<file path="src/rtl/cache_pkg.sv">
// Shared definitions for the parametrised write-back cache controller:
// state encoding, default block size and offset-width helper.
package cache_pkg;

   typedef enum logic [1:0] {
      IDLE = 2'd0,
      WB   = 2'd1,
      RF   = 2'd2,
      DONE = 2'd3
   } state_t;

   localparam int DEFAULT_WORDS_PER_BLOCK = 4;

   function automatic int offset_width(input int words);
      return (words <= 2) ? 1 : $clog2(words);
   endfunction

endpackage

</file>
<file path="src/rtl/cache_word_counter.sv">
// Word counter for block transfers; wraps naturally because the block size
// is a power of two, so the last word is the all-ones count.
module cache_word_counter
   #(parameter int WIDTH = 2)
   (
   input  logic             clk,
   input  logic             reset_n,
   input  logic             clear,
   input  logic             enable,
   output logic [WIDTH-1:0] count,
   output logic             last
   );

   always_ff @(posedge clk) begin
      if (!reset_n || clear)
         count <= '0;
      else if (enable)
         count <= count + 1'b1;
   end

   assign last = &count;

endmodule

</file>
<file path="src/rtl/cache_ctrl_param.sv">
// Direct-mapped write-back cache controller with a generic block size.
// Optional hit/miss statistics are enabled with CACHE_CTRL_STATS_EN.
module cache_ctrl_param
   import cache_pkg::*;
   #(
`ifdef CACHE_CTRL_STATS_EN
   parameter int STAT_W = 32,
`endif
   parameter int WORDS_PER_BLOCK = DEFAULT_WORDS_PER_BLOCK,
   localparam int OFFSET_W = offset_width(WORDS_PER_BLOCK)
   )
   (
   input  logic                CLK,
   input  logic                ResetN,
   input  logic                En,
   input  logic                Suspense,
   input  logic                CWE,
   input  logic                Hit,
   input  logic                Dirty,
   input  logic                MReady,
   output logic                WE,
   output logic                SetValid,
   output logic                SetDirty,
   output logic                MWE,
   output logic                MReq,
   output logic [OFFSET_W-1:0] BlockOffset,
   output logic                OffsetSW,
   output logic                Init,
   output logic                Stall,
`ifdef CACHE_CTRL_STATS_EN
   output logic [STAT_W-1:0]   HitCount,
   output logic [STAT_W-1:0]   MissCount,
`endif
   output logic [1:0]          State
   );

   state_t              state;
   state_t              state_next;
   logic [OFFSET_W-1:0] cnt;
   logic                cnt_last;
   logic                cnt_clear;
   logic                cnt_en;

   cache_word_counter #(.WIDTH(OFFSET_W)) u_word_counter (
      .clk     (CLK),
      .reset_n (ResetN),
      .clear   (cnt_clear),
      .enable  (cnt_en),
      .count   (cnt),
      .last    (cnt_last)
   );

   always_ff @(posedge CLK) begin
      if (!ResetN)
         state <= IDLE;
      else
         state <= state_next;
   end

   always_comb begin
      state_next = state;
      WE         = 1'b0;
      SetValid   = 1'b0;
      SetDirty   = 1'b0;
      MWE        = 1'b0;
      MReq       = 1'b0;
      OffsetSW   = 1'b0;
      Init       = 1'b0;
      Stall      = 1'b0;
      cnt_clear  = 1'b0;
      cnt_en     = 1'b0;
      case (state)
         IDLE: begin
            OffsetSW  = 1'b1;
            Init      = En;
            cnt_clear = 1'b1;
            if (En && Hit && CWE && !Suspense) begin
               WE       = 1'b1;
               SetValid = 1'b1;
               SetDirty = 1'b1;
            end
            if (En && !Hit) begin
               Stall      = 1'b1;
               state_next = Dirty ? WB : RF;
            end
         end
         WB: begin
            MReq   = 1'b1;
            MWE    = 1'b1;
            Stall  = 1'b1;
            cnt_en = MReady;
            if (MReady && cnt_last)
               state_next = RF;
         end
         RF: begin
            MReq  = 1'b1;
            Stall = 1'b1;
            if (MReady) begin
               WE     = 1'b1;
               cnt_en = 1'b1;
               if (cnt_last) begin
                  SetValid   = 1'b1;
                  state_next = DONE;
               end
            end
         end
         DONE: begin
            OffsetSW  = 1'b1;
            cnt_clear = 1'b1;
            // The store that missed commits here, exactly once, on leaving DONE.
            if (En && !Suspense) begin
               state_next = IDLE;
               if (Hit && CWE) begin
                  WE       = 1'b1;
                  SetValid = 1'b1;
                  SetDirty = 1'b1;
               end
            end
         end
         default: state_next = IDLE;
      endcase
   end

   assign BlockOffset = cnt;
   assign State       = state;

`ifdef CACHE_CTRL_STATS_EN
   logic hit_evt;
   logic miss_evt;

   assign hit_evt  = (state == IDLE) && En && Hit && !Suspense;
   assign miss_evt = (state == IDLE) && En && !Hit;

   always_ff @(posedge CLK) begin
      if (!ResetN) begin
         HitCount  <= '0;
         MissCount <= '0;
      end else begin
         if (hit_evt)
            HitCount <= HitCount + 1'b1;
         if (miss_evt)
            MissCount <= MissCount + 1'b1;
      end
   end
`endif

endmodule

</file>
<file path="config.mk">
export PLATFORM = sky130hd
export DESIGN_NAME = cache_ctrl_param
export DESIGN_NICKNAME = d
export VERILOG_FILES = /design/src/rtl/cache_pkg.sv /design/src/rtl/cache_word_counter.sv /design/src/rtl/cache_ctrl_param.sv
export SDC_FILE = /design/constraint.sdc
export NUM_CORES = 1
export LEC_CHECK = 0
export BUFFER_PORTS_ARGS = -buffer_cell sky130_fd_sc_hd__buf_2
export CAP_MARGIN = 30
export CORE_AREA = 5 5 42 44
export CTS_CLUSTER_SIZE = 12
export DETAILED_ROUTE_END_ITERATION = 8
export DIE_AREA = 0 0 47 49
export GPL_TIMING_DRIVEN = 1
export SYNTH_ARGS = -nofsm -noshare
export SYNTH_HDL_FRONTEND = slang
export SYNTH_SLANG_ARGS = --single-unit
export TNS_END_PERCENT = 5
</file>
<file path="constraint.sdc">
create_clock -name CLK -period 1.96 [get_ports CLK]
set_clock_uncertainty 0.05 [all_clocks]
set_input_delay 0.392 -clock CLK [delete_from_list [all_inputs] [get_ports CLK]]
set_output_delay 0.392 -clock CLK [all_outputs]
set_load 0.01 [all_outputs]
</file>
==> run_results.csv <==
group,metric,value,unit
logic_synthesis,ys_ff_latch,4,
drt,vias,362,
clock_network,cts_root_buffer,"clkbuf_4",
worst_setup_path,rrSetupSlack,0.50,ns
logic_synthesis,postSynthCellCount,43,
worst_setup_path,r2r-start,"State[0]",
worst_setup_path,slowest_stage,"dfxtp_4",
worst_setup_path,cp-end-kind,"output pin",
global_routing,grt_use_met2,0.136,
worst_setup_path,crit_family,"flip-flops",
timing,rsz0062_at_grt,"no",
placed_design,hpwl,723,um
logic_synthesis,yosysSeqAreaShare,0.216,
clock_network,ctsResizeCount,4,
timing,period_share,0.964,
global_routing,gr-total-overflow,0,
global_routing,grt_pass1_wl,1380,um
final_layout,n_antenna_cell,0,
floorplan,start_util,0.264,
global_routing,grt_max_degree,7,
run,cap_violations,0,
final_layout,multi_input_area,294,um2
placed_design,portBuffers,19,
timing,max_slew_margin,0.798,
worst_setup_path,required,1.52,ns
worst_setup_path,crit_type,"reg -> out",
drt,viasPerCell,4.41,
placed_design,gp_congestion,0.682,
final_layout,nets,84,
min_path,min_from,"ResetN",
worst_setup_path,path_buf_inv,1,
clock_network,numCtsBuffers,3,
floorplan,rows,14,
clock_network,cts_tree,"yes",
timing,hold_viol,0,
drt,post_drt_wl_per_cell,10.5,um
pwr,ir_drop,539,uV
final_layout,nFillCells,155,
worst_setup_path,cpPeakStageDelay,0.38,ns
final_layout,ff_latch_area,85.1,um2
logic_synthesis,synth_edf_count,0,
drt,firstDrtPassIters,1,
logic_synthesis,synth.most_common_cell,"ha_1",
logic_synthesis,synth_cell_types,16,
clock_network,clock_latency,0.23,ns
floorplan,fp.coreArea,1400,um2
timing,tightestPinTransition,0.303,ns
logic_synthesis,netlist_area,370,um2
worst_setup_path,cp_max_fo,6,
global_routing,grt_use_met1,0.0833,
timing,fmaxAchievable,529,MHz
clock_network,cts.clk_slew.worst_paths,0.04,ns
drt,ant_nets,0,
timing,fin_tns_setup,0,ns
pwr,power_density,1400,nW/um2
logic_synthesis,netlist.area_leader.share,0.270,
worst_setup_path,arrival,1.45,ns
logic_synthesis,syn_nets,59,
worst_setup_path,path_cells,"ha_2 > nor2_1 > or3_4 > a21oi_1 > buf_2",
logic_synthesis,synth-async-reset-ratio,0,
worst_setup_path,worst-r2r-cell-count,5,
clock_network,hold_buffers,0,
floorplan,io_pins,20,
worst_setup_path,timing.critical_path.from_type,"flip-flop",
clock_network,htree_levels,1,
global_routing,grt.busiest_layer,"met2",
final_layout,final_core_util,0.384,
logic_synthesis,yosysTopAreaCell,"ha_1",
timing,drv_slew,0,
logic_synthesis,synthTopCellsByArea,"ha_1 27%, dfxtp_1 22%, mux2i_1 8.1%",
floorplan,die_y,49,um
min_path,whs_endpoint,"State[0]",
global_routing,antenna_found_initial,0,
clock_network,clock-sinks,4,
worst_setup_path,rr_endpoint,"State[1]",
logic_synthesis,synth.avg_cell_area,8.61,um2
placed_design,preCtsSetupSlack,0.160,ns
floorplan,die-area,2300,um2
timing,setup_ws,0.0711,ns
drt,drc,0,
final_layout,drive_gt1_frac,0.485,
final_layout,area_growth,45.3,%
drt,first_iter_violations,0,
global_routing,grt_pass1_vias,361,
status,status,"finished clean",
clock_network,postCtsSetupBuffers,0,
global_routing,grtUsageTotal,0.0760,
min_path,hold_path_class,"in -> reg",
drt,wl,860,um
timing,setup_viol,0,
clock_network,cts_buffer_depth,2,
min_path,min_path_cells,3,
pwr,leakagePower,0.276,nW
logic_synthesis,synth_commonest_cells,"8 x ha_1, 7 x nand2_1, 4 x dfxtp_1, 4 x nor2_1",
floorplan,die_x,47,um
timing,post-route-min-period,1.89,ns
logic_synthesis,yosys_warnings,0,
logic_synthesis,yosys_most_used_dff,"dfxtp_1",
global_routing,use_met3,0.0258,
## power breakdown
| group | switching [mW] | internal [mW] |
|---|---|---|
| sequential | 0.0354 | 0.113 |
| clock | 0.0283 | 0.0681 |
| combinational | 0.263 | 0.248 |
## through the flow
stage	std cells	area [um2]	hold WS, ns	power, mW
6_report	82	538	0.394	0.756
5_1_grt	82	538	0.403	0.830
4_1_cts	82	519	0.396	0.727
3_5_place_dp	79	493	0.474	0.616
3_3_place_gp	79	493	0.460	0.611
2_1_floorplan	43	370	0.479	0.445
## metal layers
metal	vias up	routed length [um]
li1	194	-
met2	12	388
met1	156	371
met3	0	100
met5	-	0
met4	0	0
## kinds of logic after synthesis
group                    share of synthesized area
AO/OA/AOI/OAI                                0.125
adder cells (fa/ha/maj)                      0.270
XOR/XNOR                                    0.0237
flip-flops                                   0.216
AND/OR/NAND/NOR                              0.223
buffers and inverters                       0.0304
multiplexers                                 0.111
## worst register-to-register path, delay by kind of cell, from the launching register on
family,cells,cell delay (ns)
compound gates,2,0.44
fa+ha+maj,1,0.25
buf+inv,1,0.07
flops,1,0.36
mux,1,0.22
## area by class of cell
type,count,share of cell area
flip-flops and latches,4,0.158
repair buffers,20,0.191
well taps,16,0.0372
inverters,3,0.0256
multi-input cells,36,0.547
clock buffers,3,0.0419
## state kept, by name, indices dropped and copies added (netlist names)
register / flops
State: 2
u_word_counter.count: 2
## layout by cell type (no fill, tap or decap), drive strengths merged, types with 3 or more instances in the layout
cell    count
clkbuf      3
dfxtp       4
nand2b      3
buf        20
inv         3
nor2        4
mux2i       3
ha          8
a21oi       3
nand2       7
## worst max-delay path by stage
stage,depth (start not counted),startpoint,to
after global routing,5,State[1],WE
after floorplan,4,State[0],Stall
after detailed placement,6,State[1],SetValid
final,5,State[1],SetValid
after global placement,5,Suspense,WE
after CTS,6,State[1],SetValid
Power figures use the tool's default switching activity.
